==> config.mk <==
export PLATFORM = sky130hd
export DESIGN_NAME = rank_calculator_flat
export DESIGN_NICKNAME = d
export VERILOG_FILES = /design/src/rtl/rank_calculator_if.sv /design/src/rtl/rank_calculator.sv /design/src/flat_wrapper.sv
export SDC_FILE = /design/constraint.sdc
export NUM_CORES = 1
export LEC_CHECK = 0
export ABC_AREA = 1
export BUFFER_PORTS_ARGS = -buffer_cell sky130_fd_sc_hd__buf_4
export CAP_MARGIN = 20
export CORE_ASPECT_RATIO = 1.75
export CORE_MARGIN = 2
export CORE_UTILIZATION = 35
export DETAILED_ROUTE_END_ITERATION = 10
export GPL_TIMING_DRIVEN = 0
export PLACE_DENSITY = 0.5
export SYNTH_ARGS = -nofsm -noshare
export SYNTH_HDL_FRONTEND = slang
export SYNTH_SLANG_ARGS = --single-unit
==> constraint.sdc <==
create_clock -name clk -period 2.3 [get_ports clk]
set_clock_uncertainty 0.05 [all_clocks]
set_input_delay 0 -clock clk [delete_from_list [all_inputs] [get_ports clk]]
set_output_delay 0 -clock clk [all_outputs]
set_load 0.02 [all_outputs]
==> src/rtl/rank_calculator_if.sv <==
// Sample-in / ranked-window-out bundle between the sample source,
// the rank calculator and the downstream rank selector.
interface rank_calculator_if #(
  parameter int N         = 3,
  parameter int data_bits = 8,
  parameter int rank_bits = 2
);
  logic                      clear;
  logic                      in_valid;
  logic [data_bits-1:0]      in_data;
  logic                      out_valid;
  logic [data_bits*N-1:0]    out_s;
  logic [rank_bits*N-1:0]    out_r;

  modport master (
    output clear, in_valid, in_data,
    input  out_valid, out_s, out_r
  );

  modport slave (
    input  clear, in_valid, in_data,
    output out_valid, out_s, out_r
  );
endinterface

==> src/rtl/rank_calculator.sv <==
// Sliding-window ranking stage: keeps the last N samples, gives every slot a
// unique rank (ties broken by slot position) and registers window + ranks
// one cycle after each accepted sample.
module rank_calculator #(
  parameter int N         = 3,
  parameter int data_bits = 8,
  parameter int rank_bits = 2
) (
  input  logic               clk,
  input  logic               rst_n,
  rank_calculator_if.slave   bus
);

  localparam int cnt_bits = $clog2(N + 1);

  logic [data_bits-1:0] window    [N];
  logic [rank_bits-1:0] rank_next [N];
  logic [cnt_bits-1:0]  fill_count;
  logic                 load_pending;
  logic                 accept;

  assign accept = bus.in_valid && !bus.clear;

  // Stage 1: shift the accepted sample into slot 0; clear flushes everything.
  always_ff @(posedge clk or negedge rst_n) begin
    if (!rst_n) begin
      for (int i = 0; i < N; i++) window[i] <= '0;
    end else if (bus.clear) begin
      for (int i = 0; i < N; i++) window[i] <= '0;
    end else if (bus.in_valid) begin
      for (int i = N - 1; i > 0; i--) window[i] <= window[i-1];
      window[0] <= bus.in_data;
    end
  end

  // Fill counter saturates at N and remembers that a load is due next edge.
  always_ff @(posedge clk or negedge rst_n) begin
    if (!rst_n) begin
      fill_count   <= '0;
      load_pending <= 1'b0;
    end else begin
      load_pending <= accept;
      if (bus.clear) begin
        fill_count <= '0;
      end else if (bus.in_valid && (fill_count != cnt_bits'(N))) begin
        fill_count <= fill_count + cnt_bits'(1);
      end
    end
  end

  // Pairwise ranking: count smaller entries, and equal entries in lower slots.
  always_comb begin
    for (int i = 0; i < N; i++) begin
      rank_next[i] = '0;
      for (int j = 0; j < N; j++) begin
        if ((j != i) &&
            ((window[j] < window[i]) || ((window[j] == window[i]) && (j < i)))) begin
          rank_next[i] = rank_next[i] + rank_bits'(1);
        end
      end
    end
  end

  // Stage 2: register window and ranks the cycle after a capture; clear suppresses it.
  always_ff @(posedge clk or negedge rst_n) begin
    if (!rst_n) begin
      bus.out_valid <= 1'b0;
      bus.out_s     <= '0;
      bus.out_r     <= '0;
    end else if (bus.clear) begin
      bus.out_valid <= 1'b0;
    end else if (load_pending) begin
      bus.out_valid <= (fill_count == cnt_bits'(N));
      for (int i = 0; i < N; i++) begin
        bus.out_s[data_bits*i +: data_bits] <= window[i];
        bus.out_r[rank_bits*i +: rank_bits] <= rank_next[i];
      end
    end else begin
      bus.out_valid <= 1'b0;
    end
  end

endmodule
==> src/flat_wrapper.sv <==
// flat-port wrapper written by rule: the top's interface ports become plain ports
module rank_calculator_flat 
#(
  parameter int N         = 3,
  parameter int data_bits = 8,
  parameter int rank_bits = 2
)
  (clk, rst_n, bus_clear, bus_in_valid, bus_in_data, bus_out_valid, bus_out_s, bus_out_r);
  rank_calculator_if #(.N(N), .data_bits(data_bits), .rank_bits(rank_bits)) bus_i ();
  input  logic clk;
  input  logic rst_n;
  input wire logic [$bits(bus_i.clear)-1:0] bus_clear;
  input wire logic [$bits(bus_i.in_valid)-1:0] bus_in_valid;
  input wire logic [$bits(bus_i.in_data)-1:0] bus_in_data;
  output wire logic [$bits(bus_i.out_valid)-1:0] bus_out_valid;
  output wire logic [$bits(bus_i.out_s)-1:0] bus_out_s;
  output wire logic [$bits(bus_i.out_r)-1:0] bus_out_r;
  assign bus_i.clear = bus_clear;
  assign bus_i.in_valid = bus_in_valid;
  assign bus_i.in_data = bus_in_data;
  assign bus_out_valid = bus_i.out_valid;
  assign bus_out_s = bus_i.out_s;
  assign bus_out_r = bus_i.out_r;
  rank_calculator #(.N(N), .data_bits(data_bits), .rank_bits(rank_bits)) u_core (.clk(clk), .rst_n(rst_n), .bus(bus_i));
endmodule
# Yosys cells after proc, flatten, opt, wreduce, memory -nomap -nowiden
# Cells that the tools add are included.
# word_totals
elab_cells	45
output_inout_bits	31
input_bits	12
register_bits	58
# op_classes
reduce_logical	9
bitwise_logic	1
n_eq_ne	5
mux	12
n_addsub	4
order_cmp	6
# op_table
operator	n
8-bit < comparator	6
24-bit 2-to-1 mux	2
8-bit equality test	3
2-bit 2-to-1 mux	5
2-bit by 1-bit adder with 2-bit output, second input constant	4
1-bit 2-to-1 mux	5
2-bit nonzero test	2
1-bit logical OR	3
2-bit equality test, second input constant	1
1-bit logical AND	2
2-bit inequality test, second input constant	1
2-bit AND reduction	1
1-bit zero test	1
1-bit NOT	1

# Depth between registers and ports, before layout
# logic_depth
ltp_word	5
depth_mapped	11
mapped_depth_nobuf	11

# Worst setup path before layout
# OpenSTA, ideal clock, no wires.
# synth_path
path_kind	register -> register
start	reg u_core.window[23] (netlist bit)
end	reg u_core.bus.out_r[2]
path_buffers	0
arrival_ps	1588
t_required_ps	2125
path_slack_ps	537
synth_period_minus_slack_ps	1763
setup_time_ps	125
stages_incl_launch_ff	9
cell_sequence	dfrtp_1 inv_1 ha_1 a21oi_1 inv_1 nor2_1 nand3_1 ha_1 mux2_2
# synth_rtl
element	line_no	source
start, declared	rank_calculator.sv:16	logic [data_bits-1:0] window [N];
end signal, assigned by index	rank_calculator.sv:76	bus.out_r[rank_bits*i +: rank_bits] <= rank_next[i];
end, declared	rank_calculator_if.sv:22	output out_valid, out_s, out_r

==> results.py <==
metrics = {
    "run_status": {
        "outcome": "completed",
    },
    "die": {
        "std_cell_rows": 42,
        "die-area_um2": 8652,
        "initial_core_util_pct": 36.27,
        "die_y_um": 121.6,
        "boundaryPins": 43,
        "floorplan.die.width_um": 71.18,
        "core_region_area_um2": 7620,
    },
    "sta": {
        "finalWorstSetupSlack_ps": 267.8,
        "relSlewSlack_pct": 51.08,
        "maxClockFrequency_ghz": 0.4921,
        "setup_tns_ps": 0,
        "grt_setup_unrepaired": "no",
        "period_needed_ps": 2032,
        "timing_worst_slew_pin_value_ps": 733.8,
        "timing.final.hold_violations": 0,
        "final.period_utilization_pct": 88.36,
        "finalSetupViolations": 0,
        "drv_slew": 0,
    },
    "cells_and_area": {
        "mostFrequentLayoutCells": "nand2_1 (64), dfrtp_1 (58), inv_1 (46), buf_4 (42), o21ai_0 (34)",
        "instances_no_fill": 447,
        "drive_gt1_share_pct": 20.89,
        "syn2layout_area_growth_pct": 29.97,
        "mostFrequentLayoutCell": "nand2_1",
        "finish.net_count": 394,
        "diodes_inserted": 0,
        "utilization_after_layout_pct": 47.14,
    },
    "place": {
        "detailedPlace.worstSlack_ps": 261.5,
        "gpl.final_weighted_congestion": 0.8170,
        "dp_hpwl_um": 4720,
        "dp_cells": 421,
        "place.port_buffers": 42,
    },
    "power_and_ir_drop": {
        "vdd.ir_drop.worst_mv": 0.4603,
        "cellLeakagePower_uw": 0.001836,
        "power.net_switching_uw": 788.0,
        "pwr_density_cell_nw_per_um2": 838.8,
        "seq_power_share_pct": 38.7,
        "power.switching_fraction_pct": 26.15,
        "share_clk_of_total_power_pct": 43.4,
        "cell_internal_pwr_uw": 2225,
        "combinational_cell_fraction_of_total_power_pct": 17.9,
    },
    "setup_path": {
        "critPathMaxFanout": 4,
        "critPathRequiredTime_ps": 2460,
        "cp_data_arrival_time_ps": 2190,
        "timing.critical_path.to_type": "register",
        "start_kind": "register",
        "timing.setup.critical_path_class": "reg -> reg",
    },
    "synthesis": {
        "yosys.cell_types.count": 19,
        "mappedNetlistArea_um2": 2764,
        "post_syn_nets": 331,
        "postSynthAreaPerCell_um2": 9.498,
        "synthesis.yosys.warnings": 0,
        "yosys_register_bits": 58,
        "synth_cells": 291,
        "synth-seq-area-share_pct": 52.51,
    },
    "clock_network": {
        "worst_setup_hold_path_clk_slew_ps": 50,
        "cts_made_buffers": 9,
        "clkSinkCount": 58,
        "cts.root.buffer_cell": "clkbuf_16",
        "clk-insertion-delay-late_ps": 330,
        "clock_tree_from_tritoncts": "built",
        "htree_num_levels": 3,
        "ctsLongestPathBuffers": 2,
        "post_cts_resized": 0,
    },
    "routing": {
        "drt_drc_violations_left": 0,
        "first_pass_iters": 4,
        "drt-wirelength-per-cell_um": 14.20,
        "aggregate_routed_wire_length_um": 6348,
        "drt.antenna.violating_nets": 0,
        "drt-initial-drc-count": 106,
        "detail_route.vias_per_cell": 4.758,
        "vias": 2127,
    },
    "run": {
        "maxCapViolations": 0,
    },
    "grt": {
        "grt-ovfl-total": 0,
        "grt_antenna_before_repair": 0,
        "globalRouteTotalUtil_pct": 16.56,
        "grt_start_max_net_pins": 59,
        "global_route_wire_length_before_repair_um": 10620,
        "number_of_global_route_vias_before_repair": 2089,
    },
    "worst_hold_path": {
        "holdCritPathClass": "in -> reg",
    },
}
[sequential cells by signal, summed over array words and instances, names as in the netlist]
signal,flops
u_core.bus.out_s,24
u_core.window,24
u_core.bus.out_r,6
u_core.fill_count,2
u_core.bus.out_valid,1
u_core.load_pending,1
[synth_stat cells]
| cell type | count | area, um2 |
|---|---|---|
| mux2i_1 | 1 | 10.01 |
| clkbuf_2 | 1 | 5.000 |
| mux2_2 | 5 | 56.30 |
| buf_2 | 7 | 35.03 |
| nor2_2 | 1 | 6.260 |
| nor2_1 | 7 | 26.28 |
| nand2_1 | 64 | 240.2 |
| inv_2 | 1 | 3.750 |
| nand3_1 | 4 | 20.02 |
| a21oi_1 | 12 | 60.06 |
| o21ai_0 | 34 | 170.2 |
| dfrtp_1 | 58 | 1451 |
| nand4_1 | 3 | 18.77 |
| nand2_4 | 1 | 11.26 |
| buf_6 | 1 | 11.26 |
| inv_1 | 46 | 172.7 |
| ha_1 | 28 | 350.3 |
| mux2_4 | 1 | 15.01 |
| o22ai_1 | 16 | 100.1 |
[what timing repair did]
item	in CTS	in global routing
hold buffers	10	0
hold endpoints to repair	67	0
buffers inserted	0	0
[routing by layer]
metal  track usage, %  up-vias  routed length (um)
li1                 -     1076                   -
met1            20.09     1003                2721
met2            27.26       34                3258
met3            3.722       14                 216
met4            8.491        0                 153
met5                0        -                   0
[through the flow]
stage	hold slack [ps]	cell area, um2	total power, uW
detailed placement	70.41	3189	1719
global placement	68.74	3189	1706
global route	59.67	3592	3163
CTS	12.78	3592	3051
finish	19.39	3592	3013
floorplan	-345.6	2764	1484
[path summary, 6_finish.rpt]
kind / end / slack, ps / from / depth (start not counted)
worst min-delay path: u_core.fill_count[0] / 20 / bus_in_valid / 5
max in group asynchronous: u_core.window[9] / 1480 / rst_n / 2
min in group asynchronous: u_core.bus.out_s[21] / 230 / rst_n / 2
worst max-delay path: u_core.bus.out_r[4] / 270 / u_core.window[15] / 8
worst min register to register: u_core.bus.out_s[16] / 430 / u_core.bus.out_s[16] / 2
worst max register to register: u_core.bus.out_r[4] / 270 / u_core.window[15] / 8
[worst max-delay path, stage by stage (launching register included)]
cell and delay (ps):
dfrtp_1 380, inv_1 120, ha_1 260, a21oi_1 210, inv_1 60, nor2_1 140, nand3_1 120, ha_1 300
mux2_4 270
[layout make-up]
cell class	count	area (um2)
Buffer	9	51.30
Clock buffer	15	297.8
Clock inverter	1	5.005
Fill cell	731	4028
Inverter	47	176.4
Multi-Input combinational cell	177	1085
Sequential cell	58	1451
Tap cell	88	110.1
Timing Repair Buffer	52	415.4
[power groups by stage]
stage	Clock [uW]	Combinational (uW)	Sequential, uW
after global placement	0	528	1180
after floorplan	0	216	1270
after global routing	1380	602	1180
final	1310	539	1170
after CTS	1330	554	1170
after detailed placement	0	539	1180
[logic make-up after synthesis]
logic type,after synthesis,share of synthesized area (%)
buf+inv,56,8.239
fa+ha+maj,28,12.68
compound gates,62,11.95
flops,58,52.51
simple gates,80,11.68
mux,7,2.942
Note: power is estimated with default switching activity, not from simulation.
